--- config.mk ---
export PLATFORM = sky130hd
export DESIGN_NAME = mips_controller
export DESIGN_NICKNAME = d
export VERILOG_FILES = /design/src/rtl/mips_pkg.sv /design/src/rtl/mips_ctrl_decode.sv /design/src/rtl/mips_controller.sv
export SDC_FILE = /design/constraint.sdc
export NUM_CORES = 1
export LEC_CHECK = 0
export ABC_AREA = 1
export ABC_CLOCK_PERIOD_IN_PS = 800
export BUFFER_PORTS_ARGS = -buffer_cell sky130_fd_sc_hd__buf_2
export CORE_MARGIN = 4
export CORE_UTILIZATION = 33
export CTS_BUF_LIST = sky130_fd_sc_hd__clkbuf_16
export DETAILED_ROUTE_END_ITERATION = 7
export PLACE_DENSITY = 0.77
export RECOVER_POWER = 25
export SYNTH_ARGS = -nofsm -noshare
export SYNTH_HDL_FRONTEND = slang
export SYNTH_SLANG_ARGS = --single-unit
--- constraint.sdc ---
create_clock -name clk -period 0.8 [get_ports clk]
set_input_delay 0.16 -clock clk [delete_from_list [all_inputs] [get_ports clk]]
set_output_delay 0.16 -clock clk [all_outputs]
set_load 0.03 [all_outputs]
--- src/rtl/mips_pkg.sv ---
// Shared opcode, funct, ALU and next-PC constants plus the decoded control bundle.
// CTRL_ILLEGAL_INSTR_EN adds an illegal-instruction flag to the bundle.
package mips_pkg;

    localparam logic [5:0] OP_RTYPE = 6'b000000;
    localparam logic [5:0] OP_ORI   = 6'b001101;
    localparam logic [5:0] OP_LW    = 6'b100011;
    localparam logic [5:0] OP_SW    = 6'b101011;
    localparam logic [5:0] OP_BEQ   = 6'b000100;
    localparam logic [5:0] OP_LUI   = 6'b001111;
    localparam logic [5:0] OP_J     = 6'b000010;
    localparam logic [5:0] OP_JAL   = 6'b000011;

    localparam logic [5:0] FN_ADDU  = 6'b100001;
    localparam logic [5:0] FN_SUBU  = 6'b100011;
    localparam logic [5:0] FN_JR    = 6'b001000;

    localparam logic [2:0] ALU_ADD  = 3'b000;
    localparam logic [2:0] ALU_SUB  = 3'b001;
    localparam logic [2:0] ALU_OR   = 3'b010;
    localparam logic [2:0] ALU_AND  = 3'b011;

    localparam logic [2:0] NPC_PC4  = 3'b000;
    localparam logic [2:0] NPC_BEQ  = 3'b001;
    localparam logic [2:0] NPC_J    = 3'b010;
    localparam logic [2:0] NPC_JR   = 3'b011;

    typedef struct packed {
        logic       regdst;
        logic       alusrc;
        logic       memtoreg;
        logic       regwrite;
        logic       memwrite;
        logic       memread;
        logic       extop;
        logic       luiop;
        logic [2:0] aluop;
        logic [2:0] npc_slc;
        logic       jalop;
`ifdef CTRL_ILLEGAL_INSTR_EN
        logic       illegal;
`endif
    } ctrl_t;

    localparam ctrl_t CTRL_NOP = '0;

endpackage

--- src/rtl/mips_ctrl_decode.sv ---
// Purely combinational decode of a MIPS32 instruction word into a control bundle.
// CTRL_ILLEGAL_INSTR_EN flags unsupported encodings other than the all-zero nop.
module mips_ctrl_decode
    import mips_pkg::*;
(
    input  logic [31:0] i_instr,
    output ctrl_t       o_ctrl
);

    logic [5:0] w_op;
    logic [5:0] w_fn;
    logic       w_nop;

    assign w_op  = i_instr[31:26];
    assign w_fn  = i_instr[5:0];
    assign w_nop = (i_instr == 32'd0);

    always_comb begin
        o_ctrl = CTRL_NOP;
        unique case (w_op)
            OP_RTYPE: begin
                unique case (w_fn)
                    FN_ADDU: begin
                        o_ctrl.regdst   = 1'b1;
                        o_ctrl.regwrite = 1'b1;
                        o_ctrl.aluop    = ALU_ADD;
                    end
                    FN_SUBU: begin
                        o_ctrl.regdst   = 1'b1;
                        o_ctrl.regwrite = 1'b1;
                        o_ctrl.aluop    = ALU_SUB;
                    end
                    FN_JR: o_ctrl.npc_slc = NPC_JR;
                    default: begin
`ifdef CTRL_ILLEGAL_INSTR_EN
                        o_ctrl.illegal = 1'b1;
`endif
                    end
                endcase
            end
            OP_ORI: begin
                o_ctrl.alusrc   = 1'b1;
                o_ctrl.regwrite = 1'b1;
                o_ctrl.aluop    = ALU_OR;
            end
            OP_LW: begin
                o_ctrl.alusrc   = 1'b1;
                o_ctrl.memtoreg = 1'b1;
                o_ctrl.regwrite = 1'b1;
                o_ctrl.memread  = 1'b1;
                o_ctrl.extop    = 1'b1;
                o_ctrl.aluop    = ALU_ADD;
            end
            OP_SW: begin
                o_ctrl.alusrc   = 1'b1;
                o_ctrl.memwrite = 1'b1;
                o_ctrl.extop    = 1'b1;
                o_ctrl.aluop    = ALU_ADD;
            end
            OP_BEQ: begin
                o_ctrl.extop    = 1'b1;
                o_ctrl.aluop    = ALU_SUB;
                o_ctrl.npc_slc  = NPC_BEQ;
            end
            OP_LUI: begin
                o_ctrl.alusrc   = 1'b1;
                o_ctrl.regwrite = 1'b1;
                o_ctrl.luiop    = 1'b1;
                o_ctrl.aluop    = ALU_ADD;
            end
            OP_J: o_ctrl.npc_slc = NPC_J;
            OP_JAL: begin
                o_ctrl.regwrite = 1'b1;
                o_ctrl.jalop    = 1'b1;
                o_ctrl.npc_slc  = NPC_J;
            end
            default: begin
`ifdef CTRL_ILLEGAL_INSTR_EN
                o_ctrl.illegal = 1'b1;
`endif
            end
        endcase
        // sll $0,$0,0 is the canonical nop and must never be flagged
        if (w_nop) begin
            o_ctrl = CTRL_NOP;
        end
    end

endmodule

--- src/rtl/mips_controller.sv ---
// Main instruction decoder: registers the decoded control bundle, one-cycle latency.
// CTRL_ILLEGAL_INSTR_EN adds the registered illegal output.
module mips_controller
    import mips_pkg::*;
(
    input  logic        clk,
    input  logic        reset,
    input  logic [31:0] instr,
    output logic        regdst,
    output logic        alusrc,
    output logic        memtoreg,
    output logic        regwrite,
    output logic        memwrite,
    output logic        memread,
    output logic        extop,
    output logic        luiop,
    output logic [2:0]  aluop,
    output logic [2:0]  npc_slc,
`ifdef CTRL_ILLEGAL_INSTR_EN
    output logic        illegal,
`endif
    output logic        jalop
);

    ctrl_t w_ctrl;
    ctrl_t r_ctrl;

    mips_ctrl_decode u_decode (
        .i_instr (instr),
        .o_ctrl  (w_ctrl)
    );

    always_ff @(posedge clk or posedge reset) begin
        if (reset) begin
            r_ctrl <= CTRL_NOP;
        end else begin
            r_ctrl <= w_ctrl;
        end
    end

    assign regdst   = r_ctrl.regdst;
    assign alusrc   = r_ctrl.alusrc;
    assign memtoreg = r_ctrl.memtoreg;
    assign regwrite = r_ctrl.regwrite;
    assign memwrite = r_ctrl.memwrite;
    assign memread  = r_ctrl.memread;
    assign extop    = r_ctrl.extop;
    assign luiop    = r_ctrl.luiop;
    assign aluop    = r_ctrl.aluop;
    assign npc_slc  = r_ctrl.npc_slc;
    assign jalop    = r_ctrl.jalop;
`ifdef CTRL_ILLEGAL_INSTR_EN
    assign illegal  = r_ctrl.illegal;
`endif

endmodule

# --- After elaboration in Yosys (flattened, before gate mapping) ---
# Cells that the tools add are included.
# W data, S select, Z words.
word_totals:
  regBits: 15
  in_bits: 34
  word_cells: 42
classes:
  n_mux: 14
  n_eq_ne: 10
  reduce_logical: 7
ops:
  columns: ["operator", "count"]
  rows:
  - ["$logic_not A32 Y1", 1]
  - ["$eq A6 B6 Y1 const B", 4]
  - ["$eq A6 B4 Y1 const B", 3]
  - ["$mux W15", 1]
  - ["$eq A6 B2 Y1 const B", 2]
  - ["$pmux W2 S3", 2]
  - ["$mux W1", 9]
  - ["$reduce_or A4 Y1", 2]
  - ["$eq A6 B3 Y1 const B", 1]
  - ["$logic_not A6 Y1", 1]
  - ["$reduce_or A2 Y1", 2]
  - ["$reduce_or A3 Y1", 1]
  - ["$mux W2", 1]
  - ["$pmux W1 S2", 1]

# --- Logic depth before layout (Yosys ltp) ---
# Gate-level depths: netlist of run 1.
logic_depth:
  ltp_word: 5
  mapped_depth: 6

# --- Cells and area by module ---
# A second synthesis of run 1 with hierarchy kept.
hier_totals:
  cells_unflattened: 72
  area_unflattened_um2: 639.4
by_module_without_submodules:
  columns: ["module", "cells_per_inst", "seq_area_each_um2", "area_per_inst_um2", "n_inst"]
  rows:
  - ["mips_controller", 16, 375.4, 379.1, 1]
  - ["mips_ctrl_decode", 56, 0.0, 260.2, 1]

# --- Least setup slack after synthesis of run 1 ---
# OpenSTA, ideal clock, no wires.
synth_path:
  path_type: "reg2out"
  from: "register memread (netlist name)"
  to: "output port memtoreg"
  path_stages_with_launch: 2
  path_buffers: 1
  arrival_ns: 0.703
  slack_ns: -0.063
  required_ns: 0.640
  cell_sequence: "dfrtp_1 buf_4"
synth_lines:
  columns: ["element", "line", "source"]
  rows:
  - ["to (decl)", "mips_controller.sv:11", "output logic memtoreg,"]

# --- Worst setup path after layout of run 1 ---
layout_path:
  from: "register r_ctrl, in the netlist memread"
  to: "output port memread"
layout_lines:
  columns: ["element", "line", "source"]
  rows:
  - ["from (decl)", "mips_controller.sv:26", "ctrl_t r_ctrl;"]
  - ["from (signal assigned)", "mips_controller.sv:37", "r_ctrl <= w_ctrl;"]
  - ["to (decl)", "mips_controller.sv:14", "output logic memread,"]
# No word-level cell between the ends.

==> results of run 1 <==
-- power by group through the flow --
| stage | sequential (W) | clock, W | combinational (W) |
|---|---|---|---|
| 3_5_place_dp | 0.000628 | 0 | 0.000171 |
| 3_3_place_gp | 0.000628 | 0 | 0.000166 |
| 6_report | 0.000623 | 0.000874 | 0.000180 |
| 4_1_cts | 0.000623 | 0.000892 | 0.000182 |
| 2_1_floorplan | 0.000647 | 0 | 0.0000852 |
| 5_1_grt | 0.000623 | 0.000923 | 0.000199 |
-- cells by family after synthesis --
kind of cell / after synthesis / synth area share
other: 1 / 0.006363
AND/OR/NAND/NOR: 43 / 0.3630
buffers and inverters: 16 / 0.1210
flip-flops: 12 / 0.5096
-- worst paths after layout --
check / start / end / cells past startpoint
worst max-delay path: memread / memread / 1
worst min-delay path: reset / extop / 2
max in group asynchronous: reset / memread / 2
min in group clk: instr[27] / aluop[1] / 2
-- cells in the final DEF (no fill, tap or decap) --
cell,count
nand4_1,1
nand3_1,3
dfrtp_1,11
clkbuf_16,3
buf_2,13
nand4_2,1
nand2_2,3
buf_6,13
nor2_1,12
buf_4,1
clkinv_1,1
nand2_1,17
nor2_4,3
inv_2,2
nor2_2,3
dfrtp_2,1
conb_1,2
inv_1,11
-- what timing repair did --
| item | in CTS | in global routing |
|---|---|---|
| gates resized for setup | 26 | 0 |
| hold endpoints to repair | 12 | 12 |
| setup endpoints to repair | 13 | 13 |
-- through the flow --
step                utilization  cells  total power, W    TNS [ns]  hold WS, ns
global route             0.5275    126        0.001745      -1.623     -0.04380
finish                   0.5275    126        0.001677      -1.323     -0.09504
detailed placement       0.4337    122       0.0007989    -0.03341       0.1694
global placement         0.4337    122       0.0007943  -0.0003544       0.1587
CTS                      0.5275    126        0.001696      -1.391     -0.08047
floorplan                     -     73       0.0007326           0      0.02463
-- area by class of cell --
class	count	area [sq um]
Clock inverter	1	3.754
Tap cell	25	31.28
Clock buffer	3	75.07
Fill cell	152	807.0
Multi-Input combinational cell	45	221.5
Sequential cell	12	301.5
Timing Repair Buffer	27	219.0
Inverter	13	48.80
-- sequential cells by signal, summed over array words and instances (netlist names) --
register	flops
aluop	2
npc_slc	2
alusrc	1
extop	1
jalop	1
luiop	1
memread	1
memwrite	1
regdst	1
regwrite	1
-- per-layer routing --
| layer | global-route usage | share of wire | vias up |
|---|---|---|---|
| met4 | 0.1060 | 0.017 | 0 |
| met2 | 0.1565 | 0.52 | 19 |
| met1 | 0.1039 | 0.40 | 212 |
| met5 | 0 | 0 | - |
| li1 | - | - | 262 |
| met3 | 0.01484 | 0.061 | 2 |
==> impl_metrics.yaml, run 1 <==
status:
  status: "finished with violations"
  violations: "hold timing, setup timing"
timing:
  fin_crit_ns: 0.9434
  min_period_over_period: 1.179
  slew_viol_final: 0
  whs_ns: -0.09504
  rsz0062_at_grt: "yes"
  hold_violations: 12
  setup_viol: 13
  fmaxAchievable_mhz: 1060
  timing.final.ws_setup_ns: -0.1434
route:
  drt-total-wl_um: 1111
  routedWlPerCell_um: 8.817
  first_iter_violations: 2
  via_count: 495
  ant_nets: 0
  dr.pass1.iters: 4
  via_per_inst: 3.929
  drc_errors: 0
yosys:
  ys_async_sr_fraction: 1.000
  synthMostInstantiatedCell: "nand2_1"
  avgSynthCellArea_sq_um: 8.185
  ys.flop_type: "dfrtp_1"
  yosysWarnings: 0
  ys_types: 14
  ys_ff_latch: 12
  yosys-top-cells-count: "nand2_1 (17), dfrtp_1 (12), nor2_1 (12), inv_1 (10)"
  synth_top_cell_by_area: "dfrtp_1"
  synth_top_area_share: 0.5096
  synth_area_leaders: "dfrtp_1 (51%), nand2_1 (11%), nor2_1 (7.6%), inv_1 (6.4%), nor2_4 (5.7%)"
  synthesis.area_sq_um: 589.3
  postSynthCellCount: 72
  ys_seq_area_frac: 0.5096
  synth_edf_count: 0
global_route:
  antenna_found_initial: 0
  grt_remaining_overflow: 0
  track_usage: 0.09781
  grt_pass1_wl_um: 1814
  first_global_vias: 477
  grt_max_degree: 13
critical_path:
  worstPathArrival_ns: 0.78
  slowest_stage: "dfrtp_2"
  path_cells: "buf_6"
  crit_type: "reg2out"
  crit_fanout: 2
  crit_buf_inv: 1
  cpPeakStageDelay_ns: 0.41
  critPathLaunchType: "flop"
  cp_top_family: "flip-flops"
  end_kind: "output pin"
  required_ns: 0.64
clock_network:
  clkTransAtPathRegs_ns: 0.04
  cts.path.max_buffers: 2
  cts_root_buffer: "clkbuf_16"
  clkSinkCount: 12
  htreeDepth: 1
  cts_tree: "built"
  cts_buffers: 3
  postCtsSetupRepairBufs: 0
finish:
  drive_gt1_frac: 0.4257
  fin_area_sq_um: 900.9
  area_growth_pct: 52.87
  antennaDiodeCount: 0
  nets: 136
placement:
  dp_hpwl_um: 949.5
  pre_cts_ws_ns: -0.01682
  io_buffers: 26
  gp_congestion: 0.7825
  place_area_sq_um: 740.7
floorplan:
  die_y_um: 50.26
  start_util: 0.3451
  coreArea_sq_um: 1708
  chipWidth_um: 50.26
  num_rows: 15
  ios: 49
  die_area_sq_um: 2526
power:
  vdd_drop_max_v: 0.0007535
  internal_power_w: 0.001337
  p_per_area_nw_per_um2: 1861
  sequentialPowerShare: 0.371
  power_frac_clock: 0.521
  combPwrFrac: 0.107
  swShare: 0.2025
  netSwitchingPower_w: 0.0003395
  p_leak_nw: 0.5163
job:
  maxCapViolCount: 0
hold_path:
  min_path_type: "in2async"
Power figures use the tool's default switching activity.
==> run 2: changes to the inputs <==
--- a/config.mk
+++ b/config.mk
@@ -9,10 +9,11 @@
 export ABC_CLOCK_PERIOD_IN_PS = 800
 export BUFFER_PORTS_ARGS = -buffer_cell sky130_fd_sc_hd__buf_2
 export CORE_MARGIN = 4
-export CORE_UTILIZATION = 33
-export CTS_BUF_LIST = sky130_fd_sc_hd__clkbuf_16
+export CORE_UTILIZATION = 35
+export CTS_BUF_LIST = sky130_fd_sc_hd__clkbuf_8
 export DETAILED_ROUTE_END_ITERATION = 7
-export PLACE_DENSITY = 0.77
+export GPL_TIMING_DRIVEN = 1
+export PLACE_DENSITY = 0.81
 export RECOVER_POWER = 25
 export SYNTH_ARGS = -nofsm -noshare
 export SYNTH_HDL_FRONTEND = slang
==> run 2 against run 1 <==
  * The flow still finishes with violations (hold timing, setup timing)
  * Non-clock buffer count up 1
  * Cell count fell by 6.3%
  * Hold slack better by 0.018 ns
  * Critical endpoint unchanged
  * Largest cell class unchanged
  * Largest power group unchanged
==> impl_metrics.yaml, run 2 (synthesis results as in run 1) <==
placement:
  dp.cells: 114
  place_area_sq_um: 737.0
  pre_cts_ws_ns: -0.02278
  dp_hpwl_um: 978.3
  gp_congestion: 0.7430
  io_buffers: 26
global_route:
  grt_use_met2: 0.2130
  track_usage: 0.1198
  grt_max_degree: 13
  gr-max-usage-layer: "met2"
  grt_pass1_wl_um: 2221
  use_met1: 0.1217
  grt_remaining_overflow: 0
  antenna_found_initial: 0
  grt_use_met3: 0.02752
  first_global_vias: 546
finish:
  final.fill_count: 141
  finalNonFillerCells: 118
  multi_input_comb_area_sq_um: 221.5
  area_growth_pct: 48.20
  final_cell_mix: "nand2_1 (17), buf_2 (13), buf_6 (13)"
  nets: 137
  regArea_sq_um: 301.5
  utilization: 0.5666
  fin_area_sq_um: 873.3
  drive_gt1_frac: 0.4412
  layout_commonest_cell: "nand2_1"
  antennaDiodeCount: 0
floorplan:
  die_y_um: 49.04
  chipWidth_um: 49.04
  die_area_sq_um: 2404
  start_util: 0.3823
  num_rows: 14
  ios: 49
  coreArea_sq_um: 1541
power:
  swShare: 0.2357
  netSwitchingPower_w: 0.0003453
  vdd_drop_max_v: 0.0006131
  combPwrFrac: 0.127
  power_frac_clock: 0.449
  p_leak_nw: 0.5076
  internal_power_w: 0.001119
  p_per_area_nw_per_um2: 1677
  sequentialPowerShare: 0.424
timing:
  hold_violations: 12
  fin_crit_ns: 0.9502
  fmaxAchievable_mhz: 1052
  rsz0062_at_grt: "yes"
  whs_ns: -0.07724
  setup_viol: 13
  slew_viol_final: 0
  min_period_over_period: 1.188
  timing.final.ws_setup_ns: -0.1502
clock_network:
  cts_root_buffer: "clkbuf_8"
  htreeDepth: 1
  clkSinkCount: 12
  cts_tree: "built"
  cts_buffers: 3
  clkTransAtPathRegs_ns: 0.05
  cts.path.max_buffers: 2
  postCtsSetupRepairBufs: 0
route:
  drc_errors: 0
  routedWlPerCell_um: 11.03
  drt-total-wl_um: 1301
  first_iter_violations: 5
  ant_nets: 0
  via_per_inst: 4.525
  dr.pass1.iters: 4
  via_count: 534
job:
  maxCapViolCount: 0
critical_path:
  crit_buf_inv: 1
  critPathLaunchType: "flop"
  worstPathArrival_ns: 0.79
  end_kind: "output pin"
  crit_type: "reg2out"
  cpPeakStageDelay_ns: 0.41
  path_cells: "buf_6"
  cp_top_family: "flip-flops"
  slowest_stage: "dfrtp_2"
  crit_fanout: 2
  required_ns: 0.64
status:
  violations: "hold timing, setup timing"
  status: "finished with violations"
hold_path:
  min_path_type: "in2async"
==> run 2: metal layers <==
layer / part of all wire / wire length (um) / up-vias
met5: 0 / 0 / -
met4: 0.032 / 42 / 0
met3: 0.062 / 81 / 5
met2: 0.55 / 712 / 21
met1: 0.36 / 466 / 243
li1: - / - / 265
==> run 2: per-stage QoR <==
stage	hold slack, ns	TNS (ns)	power, W
2_1_floorplan	0.02463	0	0.0007326
3_3_place_gp	0.1635	0	0.0007974
3_5_place_dp	0.1800	-0.04207	0.0008030
4_1_cts	-0.07094	-1.448	0.001457
5_1_grt	-0.02427	-1.764	0.001530
6_report	-0.07724	-1.470	0.001465
==> run 2: power groups by stage <==
stage                     combinational [W]  sequential [W]  clock [W]
after detailed placement           0.000175        0.000628          0
after global placement             0.000169        0.000628          0
after floorplan                   0.0000852        0.000647          0
after global routing               0.000208        0.000621   0.000701
final                              0.000186        0.000621   0.000658
after CTS                          0.000186        0.000621   0.000650
==> run 2: worst paths after layout <==
| check | start | endpoint | slack, ns | cells past startpoint |
|---|---|---|---|---|
| worst min-delay path | reset | aluop[1] | -0.08 | 2 |
| max in group asynchronous | reset | memread | 0.55 | 2 |
| min in group clk | instr[29] | memread | 0.15 | 2 |
| worst max-delay path | memread | memread | -0.15 | 1 |
==> run 2: area by class of cell <==
cell class / count / share of cell area
flip-flops and latches: 12 / 0.3453
repair buffers: 28 / 0.2593
inverters: 13 / 0.05587
well taps: 16 / 0.02292
clock buffers: 4 / 0.06304
multi-input cells: 45 / 0.2536
==> run 2: what timing repair did <==
action	CTS	global route
resized for setup	26	0
endpoints found under the hold margin	12	12
pin swaps	0	0
endpoints found under the setup margin	13	13
